[config.mk]
export PLATFORM = sky130hd
export DESIGN_NAME = bus_rr_arbiter_flat
export DESIGN_NICKNAME = d
export VERILOG_FILES = /design/src/rtl/bus_rr_arbiter_if.sv /design/src/rtl/bus_rr_arbiter.sv /design/src/flat_wrapper.sv
export SDC_FILE = /design/constraint.sdc
export NUM_CORES = 1
export LEC_CHECK = 0
export CORE_MARGIN = 2
export CORE_UTILIZATION = 32
export CTS_BUF_LIST = sky130_fd_sc_hd__clkbuf_4 sky130_fd_sc_hd__clkbuf_8
export CTS_CLUSTER_SIZE = 25
export DETAILED_ROUTE_END_ITERATION = 16
export GPL_TIMING_DRIVEN = 0
export PLACE_DENSITY = 0.76
export SETUP_SLACK_MARGIN = 0.1
export SLEW_MARGIN = 20
export SYNTH_ARGS = -nofsm -noshare
export SYNTH_HDL_FRONTEND = slang
export SYNTH_SLANG_ARGS = --single-unit
[constraint.sdc]
create_clock -name clock -period 1.5 [get_ports clock]
set_input_delay 0.225 -clock clock [delete_from_list [all_inputs] [get_ports clock]]
set_output_delay 0.225 -clock clock [all_outputs]
set_load 0.01 [all_outputs]
[src/rtl/bus_rr_arbiter_if.sv]
// Bundle of requester-side and slave-side signals around bus_rr_arbiter.
// The slave modport is the arbiter's view; the master modport is the environment's view.
interface bus_rr_arbiter_if #(
  parameter int NUM_MASTERS = 2,
  parameter int ADDR_W      = 4,
  parameter int DATA_W      = 4
);
  localparam int GW = (NUM_MASTERS > 1) ? $clog2(NUM_MASTERS) : 1;

  logic [NUM_MASTERS-1:0]        m_valid;
  logic [NUM_MASTERS*ADDR_W-1:0] m_addr;
  logic [NUM_MASTERS*DATA_W-1:0] m_wdata;
  logic [NUM_MASTERS-1:0]        m_ready;
  logic [DATA_W-1:0]             m_rdata;
  logic                          m_err;
  logic                          s_valid;
  logic [ADDR_W-1:0]             s_addr;
  logic [DATA_W-1:0]             s_wdata;
  logic [DATA_W-1:0]             s_rdata;
  logic                          s_ready;
  logic [GW-1:0]                 grant;
  logic                          busy;

  modport slave (
    input  m_valid, m_addr, m_wdata, s_rdata, s_ready,
    output m_ready, m_rdata, m_err, s_valid, s_addr, s_wdata, grant, busy
  );

  modport master (
    output m_valid, m_addr, m_wdata, s_rdata, s_ready,
    input  m_ready, m_rdata, m_err, s_valid, s_addr, s_wdata, grant, busy
  );
endinterface

[src/rtl/bus_rr_arbiter.sv]
// Round-robin arbiter sharing one valid/ready slave among NUM_MASTERS requesters.
// Define BUS_ARB_TIMEOUT_EN to abort slave transactions that stay in BUSY for TIMEOUT cycles.
module bus_rr_arbiter #(
  parameter int NUM_MASTERS = 2,
  parameter int ADDR_W      = 4,
  parameter int DATA_W      = 4
`ifdef BUS_ARB_TIMEOUT_EN
  , parameter int TIMEOUT   = 15
`endif
) (
  input logic             clock,
  input logic             reset_n,
  bus_rr_arbiter_if.slave bus
);
  localparam int GW = (NUM_MASTERS > 1) ? $clog2(NUM_MASTERS) : 1;

  typedef enum logic [1:0] {
    IDLE = 2'd0,
    BUSY = 2'd1,
    RESP = 2'd2
  } state_t;

  state_t                  r_state;
  state_t                  w_state_nxt;
  logic [GW-1:0]           r_last;
  logic [GW-1:0]           r_grant;
  logic [ADDR_W-1:0]       r_addr;
  logic [DATA_W-1:0]       r_wdata;
  logic [DATA_W-1:0]       r_rdata;
  logic [GW-1:0]           w_pick;
  logic [GW-1:0]           w_idx;
  logic                    w_found;
  logic                    w_timeout;
  logic [ADDR_W-1:0]       w_addr;
  logic [DATA_W-1:0]       w_wdata;
  logic [NUM_MASTERS-1:0]  w_ready;

`ifdef BUS_ARB_TIMEOUT_EN
  localparam int CW = $clog2(TIMEOUT + 1);
  logic [CW-1:0] r_cnt;
  logic          r_err;

  // The edge that would bring the count to TIMEOUT is the abort edge.
  assign w_timeout = (r_cnt == CW'(TIMEOUT - 1));
`else
  assign w_timeout = 1'b0;
`endif

  // Descending scan so the nearest requester after r_last is written last and wins.
  always_comb begin
    // NOTE: every comb output gets a default first so no path can infer a latch.
    w_pick  = '0;
    w_idx   = '0;
    w_addr  = '0;
    w_wdata = '0;
    for (int k = NUM_MASTERS; k >= 1; k--) begin
      w_idx = GW'((int'(r_last) + k) % NUM_MASTERS);
      if (bus.m_valid[w_idx]) w_pick = w_idx;
    end
    w_found = |bus.m_valid;
    for (int i = 0; i < NUM_MASTERS; i++) begin
      if (w_pick == GW'(i)) begin
        w_addr  = bus.m_addr[i*ADDR_W +: ADDR_W];
        w_wdata = bus.m_wdata[i*DATA_W +: DATA_W];
      end
    end
  end

  always_comb begin
    w_state_nxt = r_state;
    case (r_state)
      IDLE:    if (w_found) w_state_nxt = BUSY;
      BUSY:    if (bus.s_ready || w_timeout) w_state_nxt = RESP;
      RESP:    w_state_nxt = IDLE;
      default: w_state_nxt = IDLE;
    endcase
  end

  always_ff @(posedge clock) begin
    // NOTE: non-blocking assignments so every register samples pre-edge values.
    if (!reset_n) r_state <= IDLE;
    else          r_state <= w_state_nxt;
  end

  always_ff @(posedge clock) begin
    if (!reset_n) begin
      r_last  <= GW'(NUM_MASTERS - 1);
      r_grant <= '0;
      r_addr  <= '0;
      r_wdata <= '0;
      r_rdata <= '0;
`ifdef BUS_ARB_TIMEOUT_EN
      r_cnt   <= '0;
      r_err   <= 1'b0;
`endif
    end else begin
      case (r_state)
        IDLE: begin
          if (w_found) begin
            r_grant <= w_pick;
            r_addr  <= w_addr;
            r_wdata <= w_wdata;
`ifdef BUS_ARB_TIMEOUT_EN
            r_cnt   <= '0;
`endif
          end
        end
        BUSY: begin
          if (bus.s_ready) begin
            r_rdata <= bus.s_rdata;
            r_last  <= r_grant;
`ifdef BUS_ARB_TIMEOUT_EN
            r_err   <= 1'b0;
          end else if (w_timeout) begin
            r_rdata <= '0;
            r_last  <= r_grant;
            r_err   <= 1'b1;
          end else begin
            r_cnt   <= r_cnt + CW'(1);
`endif
          end
        end
        default: ;
      endcase
    end
  end

  always_comb begin
    w_ready = '0;
    if (r_state == RESP) w_ready[r_grant] = 1'b1;
  end

  assign bus.s_valid = (r_state == BUSY);
  assign bus.s_addr  = r_addr;
  assign bus.s_wdata = r_wdata;
  assign bus.m_ready = w_ready;
  assign bus.m_rdata = r_rdata;
  assign bus.grant   = r_grant;
  assign bus.busy    = (r_state != IDLE);
`ifdef BUS_ARB_TIMEOUT_EN
  assign bus.m_err   = r_err & (r_state == RESP);
`else
  assign bus.m_err   = 1'b0;
`endif
endmodule

[src/flat_wrapper.sv]
// flat-port wrapper written by rule: the top's interface ports become plain ports
module bus_rr_arbiter_flat 
#(
  parameter int NUM_MASTERS = 2,
  parameter int ADDR_W      = 4,
  parameter int DATA_W      = 4

)
  (clock, reset_n, bus_m_valid, bus_m_addr, bus_m_wdata, bus_s_rdata, bus_s_ready, bus_m_ready, bus_m_rdata, bus_m_err, bus_s_valid, bus_s_addr, bus_s_wdata, bus_grant, bus_busy);
  bus_rr_arbiter_if #(.NUM_MASTERS(NUM_MASTERS), .ADDR_W(ADDR_W), .DATA_W(DATA_W)) bus_i ();
  input logic clock;
  input logic reset_n;
  input wire logic [$bits(bus_i.m_valid)-1:0] bus_m_valid;
  input wire logic [$bits(bus_i.m_addr)-1:0] bus_m_addr;
  input wire logic [$bits(bus_i.m_wdata)-1:0] bus_m_wdata;
  input wire logic [$bits(bus_i.s_rdata)-1:0] bus_s_rdata;
  input wire logic [$bits(bus_i.s_ready)-1:0] bus_s_ready;
  output wire logic [$bits(bus_i.m_ready)-1:0] bus_m_ready;
  output wire logic [$bits(bus_i.m_rdata)-1:0] bus_m_rdata;
  output wire logic [$bits(bus_i.m_err)-1:0] bus_m_err;
  output wire logic [$bits(bus_i.s_valid)-1:0] bus_s_valid;
  output wire logic [$bits(bus_i.s_addr)-1:0] bus_s_addr;
  output wire logic [$bits(bus_i.s_wdata)-1:0] bus_s_wdata;
  output wire logic [$bits(bus_i.grant)-1:0] bus_grant;
  output wire logic [$bits(bus_i.busy)-1:0] bus_busy;
  assign bus_i.m_valid = bus_m_valid;
  assign bus_i.m_addr = bus_m_addr;
  assign bus_i.m_wdata = bus_m_wdata;
  assign bus_i.s_rdata = bus_s_rdata;
  assign bus_i.s_ready = bus_s_ready;
  assign bus_m_ready = bus_i.m_ready;
  assign bus_m_rdata = bus_i.m_rdata;
  assign bus_m_err = bus_i.m_err;
  assign bus_s_valid = bus_i.s_valid;
  assign bus_s_addr = bus_i.s_addr;
  assign bus_s_wdata = bus_i.s_wdata;
  assign bus_grant = bus_i.grant;
  assign bus_busy = bus_i.busy;
  bus_rr_arbiter #(.NUM_MASTERS(NUM_MASTERS), .ADDR_W(ADDR_W), .DATA_W(DATA_W)) u_core (.clock(clock), .reset_n(reset_n), .bus(bus_i));
endmodule
==> run_results.csv <==
group,metric,value,unit
setup_path,r2r_start,"u_core.r_last",
synthesis,synth_edf_count,0,
floorplan,num_rows,17,
route,ant_nets,0,
setup_path,r2r-end,"u_core.bus.s_addr[1]",
timing,tns,0,ns
hold_path,hp-class,"flop to flop",
final_layout,area_growth_syn_to_layout,68.85,%
final_layout,drive_above_1_share,0.1417,
synthesis,synth_warnings,0,
cts,cts_buffer_depth,2,
synthesis,yosys-top-cells-area,"dfxtp_1 (43%), nand2_1 (8.6%), a311oi_1 (8.2%)",
setup_path,timing.critical_path.from_type,"flop",
route,drc,0,
synthesis,ys_ff_latch,16,
setup_path,cp-end-kind,"primary output",
route,wire_per_inst,13.34,um
final_layout,final_area,0.001255,mm^2
cts,cts_buffers,3,
power,vdd_drop_max,511.8,uV
global_routing,grt_max_degree,11,
hold_path,worst_hold_path.endpoint,"u_core.bus.m_rdata[3]",
setup_path,cp_slowest_cell,"dfxtp_4",
setup_path,crit_family,"flip-flops",
power,p_per_area,851.5,mW/mm^2
synthesis,netlist_area,743.2,um^2
timing,holdWs,0.4998,ns
job,maxCapViolations,0,
timing,fin_worst_skew,0.002116,ns
setup_path,worstPathCellList,"and3b_1 -> dlygate4sd2_1",
placement,post_dp_cell_area,0.001189,mm^2
route,vias,766,
synthesis,synthCells,81,
cts,clk_latency,0.28,ns
cts,clk_pin_slew,0.09,ns
cts,clockRootBuffer,"clkbuf_4",
hold_path,min_path_cells,2,
setup_path,critPathKind,"flop to primary output",
setup_path,r2r_setup_slack,0.38,ns
timing,drv_slew,0,
synthesis,yosysTopAreaCellShare,0.4310,
placement,hpwl,1572,um
route,first_iter_violations,13,
cts,holdBufCountCts,0,
power,cellLeakagePower,0.6549,nW
cts,clkSinkCount,16,
global_routing,grt_usage,0.1610,
route,first_pass_iters,4,
floorplan,die_h,52.19,um
setup_path,critPathRequiredTime,1.27,ns
floorplan,dieArea,0.002724,mm^2
timing,rsz0062_at_grt,"no",
synthesis,synth.avg_cell_area,9.175,um^2
final_layout,n_antenna_cell,0,
setup_path,cp_num_buf_inv,1,
setup_path,cp_max_fo,5,
setup_path,cp_slowest_stage_delay,0.39,ns
outcome,outcome,"finished clean",
hold_path,min_from,"u_core.bus.m_rdata[3]",
placement,dp_cells,150,
synthesis,synthFlopType,"dfxtp_1",
synthesis,ys_async_sr_fraction,0,
floorplan,core,0.002212,mm^2
synthesis,synth_commonest_cells,"nand2_1 (17), dfxtp_1 (16), a21oi_1 (9)",
floorplan,start_util,0.3360,
final_layout,layout.cells.non_filler,155,
synthesis,syn-num-nets,106,
synthesis,ys_types,25,
placement,place_congestion,0.7271,
setup_path,cp_data_arrival_time,1.12,ns
global_routing,grt_first_pass_wirelength,3243,um
route,routed_via_density,4.942,
timing,period_needed,1.342,ns
floorplan,ioPinCount,43,
route,wl,2067,um
synthesis,ys_seq_area_frac,0.4310,
timing,fin_crit_sh,0.8944,
setup_path,ff2ff_path_depth,4,
power,p_total,1.069,mW
placement,port_buffers,41,
cts,h-tree-depth,1,
synthesis,synth_most_common_cell,"nand2_1",
timing,hold_viol,0,
synthesis,post-synth-top-area-cell,"dfxtp_1",
cts,cts_tree,"yes",
final_layout,finalNetCount,153,
global_routing,grt_pass1_vias,794,
timing,setup_viol,0,
global_routing,grt_overflow,0,
global_routing,antenna_found_initial,0,
floorplan,die_w,52.19,um
timing,fmax,745.4,MHz
kinds of logic (layout without fill, tap and decap cells):
family / after synthesis / in the layout / synth area share
simple gates: 32 / 32 / 0.2273
compound gates: 21 / 21 / 0.2188
flops: 16 / 16 / 0.4310
buf+inv: 6 / 52 / 0.05048
mux: 5 / 5 / 0.06734
other cells: 1 / 1 / 0.005046
layout by cell type (no fill, tap or decap), types with 5 or more instances in the layout:
cell type and n:
a21oi_1 9, dfxtp_1 13, clkdlybuf4s50_1 24, a311oi_1 7, nor2_1 6, dlygate4sd2_1 7
nand2_1 17, mux2i_1 5, dlymetal6s2s_1 7
worst max-delay path by stage:
stage | startpoint | end | cells after the start
3_3_place_gp | bus_m_valid[1] | u_core.bus.s_wdata[3] | 4
6_report | u_core.r_state[0] | bus_m_ready[1] | 2
3_5_place_dp | bus_m_valid[1] | u_core.bus.s_wdata[3] | 4
4_1_cts | u_core.bus.s_addr[1] | bus_s_addr[1] | 1
2_1_floorplan | u_core.r_state[0] | u_core.bus.s_wdata[3] | 4
5_1_grt | u_core.r_state[0] | bus_m_ready[0] | 2
worst min-delay path: stages, from the launching register on:
cell and delay (ns):
dfxtp_1 0.33, mux2i_1 0.07, nor2_1 0.07
metrics by stage:
stage          setup WS, ns    util
2_1_floorplan        0.4614       -
6_report             0.1584  0.5673
3_3_place_gp       0.003032  0.5373
3_5_place_dp       -0.08678  0.5373
4_1_cts              0.1021  0.5532
5_1_grt              0.1037  0.5673
state kept, by name, indices dropped and copies added, names as in the netlist:
signal and count:
u_core.r_last 1, u_core.bus.s_wdata 4, u_core.bus.s_addr 4, u_core.bus.grant 1
u_core.bus.m_rdata 4, u_core.r_state 2
final cells by class:
| cell class | count | area (um^2) |
|---|---|---|
| Inverter | 2 | 7.507 |
| Buffer | 4 | 30.03 |
| Multi-Input combinational cell | 59 | 390.4 |
| Clock buffer | 4 | 36.28 |
| Sequential cell | 16 | 329.1 |
| Fill cell | 207 | 957.2 |
| Tap cell | 28 | 35.03 |
| Timing Repair Buffer | 42 | 426.7 |
power breakdown:
group	leakage, nW	internal [mW]	switching [mW]
registers	0.134	0.463	0.0278
clock network	0.0210	0.148	0.129
logic	0.500	0.168	0.133
routing by layer:
layer,global-route usage,up-vias,part of all wire
li1,-,376,-
met1,0.1646,356,0.37
met2,0.2996,30,0.55
met3,0.03714,4,0.063
met4,0.08547,0,0.016
met5,0,-,0
what timing repair did:
item | in CTS | in global routing
resized for setup | 13 | 13
hold endpoints to repair | 0 | 0
pin swaps | 1 | 0
cloned | 0 | 0
buffers inserted | 1 | 0
setup endpoints to repair | 10 | 11
Power figures use the tool's default switching activity.
